===== config.mk =====
export PLATFORM = sky130hd
export DESIGN_NAME = uart_tx
export DESIGN_NICKNAME = d
export VERILOG_FILES = /design/src/rtl/uart_pkg.sv /design/src/rtl/uart_baud_tick.sv /design/src/rtl/uart_tx.sv
export SDC_FILE = /design/constraint.sdc
export NUM_CORES = 1
export LEC_CHECK = 0
export BUFFER_PORTS_ARGS = -buffer_cell sky130_fd_sc_hd__buf_2
export CORE_ASPECT_RATIO = 1.5
export CORE_MARGIN = 4
export CORE_UTILIZATION = 40
export DETAILED_ROUTE_END_ITERATION = 8
export MAX_ROUTING_LAYER = met4
export PLACE_DENSITY = 0.56
export SETUP_SLACK_MARGIN = 0.4
export SYNTH_ARGS = -nofsm -noshare
export SYNTH_HDL_FRONTEND = slang
export SYNTH_HIERARCHICAL = 1
export SYNTH_SLANG_ARGS = --single-unit

===== constraint.sdc =====
create_clock -name clk -period 2.8 [get_ports clk]
set_input_delay 0.56 -clock clk [delete_from_list [all_inputs] [get_ports clk]]
set_output_delay 0.56 -clock clk [all_outputs]
set_load 0.02 [all_outputs]

===== src/rtl/uart_pkg.sv =====
// uart_pkg: state encoding, data width and bit-timing helper shared by the UART transmitter and receiver.
package uart_pkg;
  typedef enum logic [1:0] {IDLE = 2'd0, START = 2'd1, DATA = 2'd2, STOP = 2'd3} uart_state_e;
  localparam int DATA_BITS = 8;
  function automatic int clks_per_bit(input int clk_freq, input int baud);
    return clk_freq / baud;
  endfunction
endpackage


===== src/rtl/uart_baud_tick.sv =====
// uart_baud_tick: free-running bit-period counter; tick marks the last clock of each bit, clr holds it at zero.
module uart_baud_tick #(
  parameter int CLKS_PER_BIT = 8
) (
  input  logic clk,
  input  logic reset_n,
  input  logic clr,
  output logic tick
);
  localparam int CW = $clog2(CLKS_PER_BIT);
  localparam logic [CW-1:0] LAST = CW'(CLKS_PER_BIT - 1);
  logic [CW-1:0] clk_count_q, clk_count_d;
  always_comb begin
    tick = clk_count_q == LAST;
    clk_count_d = (clr || tick) ? '0 : clk_count_q + 1'b1;
  end
  always_ff @(posedge clk)
    clk_count_q <= !reset_n ? '0 : clk_count_d;
endmodule


===== src/rtl/uart_tx.sv =====
// uart_tx: 8N1 serial transmitter (1 or 2 stop bits) with a one-entry holding register
// so a queued byte starts right after the previous frame's last stop bit.
module uart_tx
  import uart_pkg::*;
#(
  parameter int CLK_FREQ  = 50000000,
  parameter int BAUD_RATE = 9600,
  parameter int STOP_BITS = 1
) (
  input  logic       clk,
  input  logic       reset_n,
  input  logic [7:0] tx_data,
  input  logic       tx_valid,
  output logic       tx_ready,
  output logic       tx_line,
  output logic       tx_busy,
  output logic       tx_done
);
  localparam int CLKS_PER_BIT = clks_per_bit(CLK_FREQ, BAUD_RATE);
  localparam int BW = $clog2(DATA_BITS);
  localparam logic [BW-1:0] BIT_LAST = BW'(DATA_BITS - 1);
  localparam logic STOP_LAST = 1'(STOP_BITS - 1);
  if (CLKS_PER_BIT < 2) begin : g_bad_rate
    $error("uart_tx: CLK_FREQ/BAUD_RATE must be at least 2");
  end
  if (STOP_BITS != 1 && STOP_BITS != 2) begin : g_bad_stop
    $error("uart_tx: STOP_BITS must be 1 or 2");
  end
  uart_state_e state_q, state_d;
  logic [DATA_BITS-1:0] shift_q, shift_d, hold_data_q, hold_data_d;
  logic [BW-1:0] bit_index_q, bit_index_d;
  logic hold_valid_q, hold_valid_d, stop_count_q, stop_count_d;
  logic tx_line_q, tx_line_d, tx_busy_q, tx_busy_d, tx_done_q, tx_done_d;
  logic tick, accept, last_stop;
  uart_baud_tick #(.CLKS_PER_BIT(CLKS_PER_BIT)) u_baud (
    .clk     (clk),
    .reset_n (reset_n),
    .clr     (state_q == IDLE),
    .tick    (tick)
  );
  always_comb begin
    accept = tx_valid && !hold_valid_q;
    last_stop = state_q == STOP && tick && stop_count_q == STOP_LAST;
    state_d = state_q;
    shift_d = shift_q;
    bit_index_d = bit_index_q;
    stop_count_d = stop_count_q;
    hold_valid_d = hold_valid_q || accept;
    hold_data_d = accept ? tx_data : hold_data_q;
    tx_done_d = last_stop;
    case (state_q)
      IDLE: if (hold_valid_q) begin
        shift_d = hold_data_q;
        hold_valid_d = 1'b0;
        state_d = START;
      end
      START: if (tick) begin
        bit_index_d = '0;
        state_d = DATA;
      end
      DATA: if (tick) begin
        bit_index_d = bit_index_q + 1'b1;
        if (bit_index_q == BIT_LAST) begin
          stop_count_d = 1'b0;
          state_d = STOP;
        end
      end
      STOP: if (tick) begin
        stop_count_d = stop_count_q + 1'b1;
        if (last_stop) begin
          state_d = hold_valid_q ? START : IDLE;
          shift_d = hold_valid_q ? hold_data_q : shift_q;
          hold_valid_d = 1'b0;
        end
      end
    endcase
    // outputs come from next-state values so tx_line changes on the same edge as the state
    tx_line_d = state_d == START ? 1'b0 : state_d == DATA ? shift_d[bit_index_d] : 1'b1;
    tx_busy_d = state_d != IDLE;
  end
  always_ff @(posedge clk)
    if (!reset_n) begin
      state_q <= IDLE;
      shift_q <= '0;
      hold_data_q <= '0;
      hold_valid_q <= 1'b0;
      bit_index_q <= '0;
      stop_count_q <= 1'b0;
      tx_line_q <= 1'b1;
      tx_busy_q <= 1'b0;
      tx_done_q <= 1'b0;
    end else begin
      state_q <= state_d;
      shift_q <= shift_d;
      hold_data_q <= hold_data_d;
      hold_valid_q <= hold_valid_d;
      bit_index_q <= bit_index_d;
      stop_count_q <= stop_count_d;
      tx_line_q <= tx_line_d;
      tx_busy_q <= tx_busy_d;
      tx_done_q <= tx_done_d;
    end
  assign tx_ready = !hold_valid_q;
  assign tx_line = tx_line_q;
  assign tx_busy = tx_busy_q;
  assign tx_done = tx_done_q;
endmodule

==> impl_metrics.csv <==
group,metric,value,unit
finish,diodes,0,
setup_path,required,3.04,ns
timing,fmax,390.6,MHz
routing,drc_errors,0,
routing,wl_per_cell,14.99,um
timing,finalCritPeriodShare,0.9144,
clock_tree,cts_tree,"built",
global_routing,antenna_found_initial,0,
timing,hold_violations,0,
global_routing,grt_max_degree,17,
yosys,ys_top_cells_by_count,"dfxtp_1 (39), nor2_1 (16), o21ai_0 (15), nand2_1 (11)",
floorplanning,die-area,0.006638,mm2
clock_tree,htreeDepth,2,
clock_tree,clock-root-buffer,"clkbuf_8",
timing,drv_slew,0,
routing,ant_nets,0,
setup_path,end_kind,"flip-flop",
pwr,pwr-share-clk,0.379,
pwr,pwr-share-seq,0.480,
yosys,async_flop_share,0,
timing,setup_viol,0,
pwr,total_leakage_power,1.008,nW
yosys,yosys-top-cells-area,"dfxtp_1 (36%), ha_1 (5.8%), mux2i_1 (4.2%)",
pwr,power_switching,320.8,uW
pwr,power.density,484.6,mW/mm2
setup_path,cp.arrival,2.80,ns
yosys,synth_edf_count,0,
floorplanning,fp-row-count,32,
run,maxCapViolCount,0,
routing,firstDrtPassIters,4,
yosys,syn_area_per_cell,9.231,um2
yosys,synth_top_flop_cell,"dfxtp_1",
floorplanning,die_h,97.81,um
pwr,peakVddDrop,0.2305,mV
pwr,intPower,916.6,uW
timing,period_needed,2.560,ns
global_routing,grt_overflow,0,
clock_tree,cts_made_buffers,5,
status,status,"finished clean",
floorplanning,core,0.005165,mm2
finish,synthToLayoutAreaGrowth,18.73,%
placement,gp_congestion,0.8202,
yosys,syn_inst,233,
global_routing,grt_usage,0.1614,
timing,worst_slew_pin_slew,0.5428,ns
timing,finClkSkew,0.005426,ns
yosys,yosys.area.top_type,"dfxtp_1",
pwr,p_comb_frac,0.141,
placement,hpwl,3677,um
global_routing,grt_pass1_vias,1809,
routing,routed_via_density,5.394,
floorplanning,ios,15,
hold_path,min_path_type,"reg2reg",
setup_path,crit_type,"reg2reg",
setup_path,critPathMaxFanout,5,
clock_tree,postCtsHoldBufs,0,
yosys,yosysWarningCount,6,
yosys,ys_ff_latch,39,
yosys,yosysMostFrequentCell,"dfxtp_1",
routing,wirelength,4902,um
placement,port_buffers,14,
global_routing,grt_pass1_wl,8052,um
clock_tree,clockBufferDepth,2,
finish,finalNetCount,279,
finish,final_util,0.4944,
yosys,synth_nets,254,
timing,setup_tns,0,ns
clock_tree,path_clk_slew,0.08,ns
yosys,syn_area,0.002151,mm2
finish,drive_above_1_share,0.2857,
yosys,synth_top_area_share,0.3630,
floorplanning,fp.dieW,67.87,um
floorplanning,start_util,0.4164,
routing,drt_iter0_markers,87,
yosys,synth.distinct_cells,60,
pwr,swShare,0.2593,
clock_tree,clkLatencyLatePin,0.29,ns
clock_tree,cts.sink_count,39,
timing,relSlewSlack,0.6354,
yosys,seq_area_frac_synth,0.3630,
setup_path,setup.worst_path.start_class,"flip-flop",
finish,nFillCells,500,
routing,vias,1764,
timing,rsz0062_at_grt,"true",
kinds of logic (layout without fill, tap and decap cells):
| kind of cell | after synthesis | count (layout) | share of synthesized area |
|---|---|---|---|
| AO/OA/AOI/OAI | 55 | 55 | 0.1873 |
| adder cells (fa/ha/maj) | 10 | 10 | 0.05817 |
| AND/OR/NAND/NOR | 94 | 94 | 0.2827 |
| buffers and inverters | 22 | 48 | 0.05061 |
| flip-flops | 39 | 39 | 0.3630 |
| XOR/XNOR | 4 | 4 | 0.01629 |
| multiplexers | 9 | 9 | 0.04189 |
cells in the final DEF (no fill, tap or decap), types with 3 or more instances in the layout:
cell       n
nand3_1   10
clkbuf_8   5
o21ai_0   15
a31oi_1    4
a211oi_2   6
and2b_1    3
nand2_1   11
buf_2     15
nor2b_1    3
o22ai_1    3
nor2_1    16
dfxtp_2    3
dfxtp_1   36
a32o_2     4
inv_1      9
mux2i_1    9
or3_1      4
and2_1     7
nand4_1    5
buf_4     14
nor4_1     3
a21oi_1    5
ha_1       8
nand2b_1   3
or4_1      3
nor3_2     4
o31ai_1    3
through the flow:
stage               worst slack [ns]  instance area, um2  hold slack [ns]  power [mW]  instances
global route                 0.08785                2554           0.4676       1.291        327
finish                        0.2396                2554           0.4511       1.237        327
CTS                           0.2171                2525           0.4920       1.256        324
floorplan                     0.2421                2216           0.4531      0.7341        233
detailed placement           0.05850                2376           0.4768      0.7804        314
global placement              0.1636                2376           0.4632      0.7790        314
cell type report:
cell class | count | area (um2) | area share
multi-input combinational | 172 | 1343 | 0.5257
sequential | 39 | 784.5 | 0.3072
timing repair buffer | 30 | 191.4 | 0.07496
tap | 68 | 85.08 | 0.03332
clock buffer | 5 | 68.82 | 0.02695
clock inverter | 3 | 43.79 | 0.01715
inverter | 10 | 37.54 | 0.01470
power groups by stage:
| stage | Clock [mW] | Combinational [mW] | Sequential (mW) |
|---|---|---|---|
| 6_report | 0.469 | 0.174 | 0.594 |
| 5_1_grt | 0.501 | 0.193 | 0.597 |
| 4_1_cts | 0.485 | 0.177 | 0.594 |
| 3_5_place_dp | 0 | 0.173 | 0.607 |
| 3_3_place_gp | 0 | 0.172 | 0.607 |
| 2_1_floorplan | 0 | 0.131 | 0.603 |
layer usage:
metal,GRT usage,part of all wire
met1,0.1591,0.39
met2,0.2911,0.56
met3,0.03337,0.030
met4,0.07198,0.024
met5,-,0
worst max-delay path: stages (launching register included):
cell	delay (ns)
dfxtp_2	0.34
nor4bb_2	0.27
nand4_1	0.17
nor4_4	0.21
buf_6	0.17
inv_2	0.04
ha_4	0.19
nand2b_4	0.15
a31o_4	0.24
o21ai_2	0.07
o22ai_1	0.08
or4b_1	0.47
nand4_1	0.10
final timing paths:
check / start / endpoint / slack, ns / cells after the start
hold / removal: u_baud/clk_count_q[0] / u_baud/clk_count_q[0] / 0.45 / 1
setup / recovery: u_baud/clk_count_q[3] / tx_line / 0.24 / 12
setup reg to reg: u_baud/clk_count_q[3] / tx_line / 0.24 / 12
hold reg to reg: u_baud/clk_count_q[0] / u_baud/clk_count_q[0] / 0.45 / 1
registers in the layout (all words and copies together), names as in the netlist:
| signal | count |
|---|---|
| shift_q | 8 |
| tx_done | 1 |
| tx_line | 1 |
| state_q | 2 |
| hold_data_q | 8 |
| tx_busy | 1 |
| hold_valid_q | 1 |
| u_baud/clk_count_q | 13 |
| stop_count_q | 1 |
| bit_index_q | 3 |
what timing repair did:
item | in CTS | in global routing
pin swaps | 1 | 4
gates cloned | 0 | 1
setup endpoints to repair | 6 | 7
setup buffers | 2 | 2
gates resized for setup | 5 | 7
No activity file was read; power rests on OpenSTA's default activity.
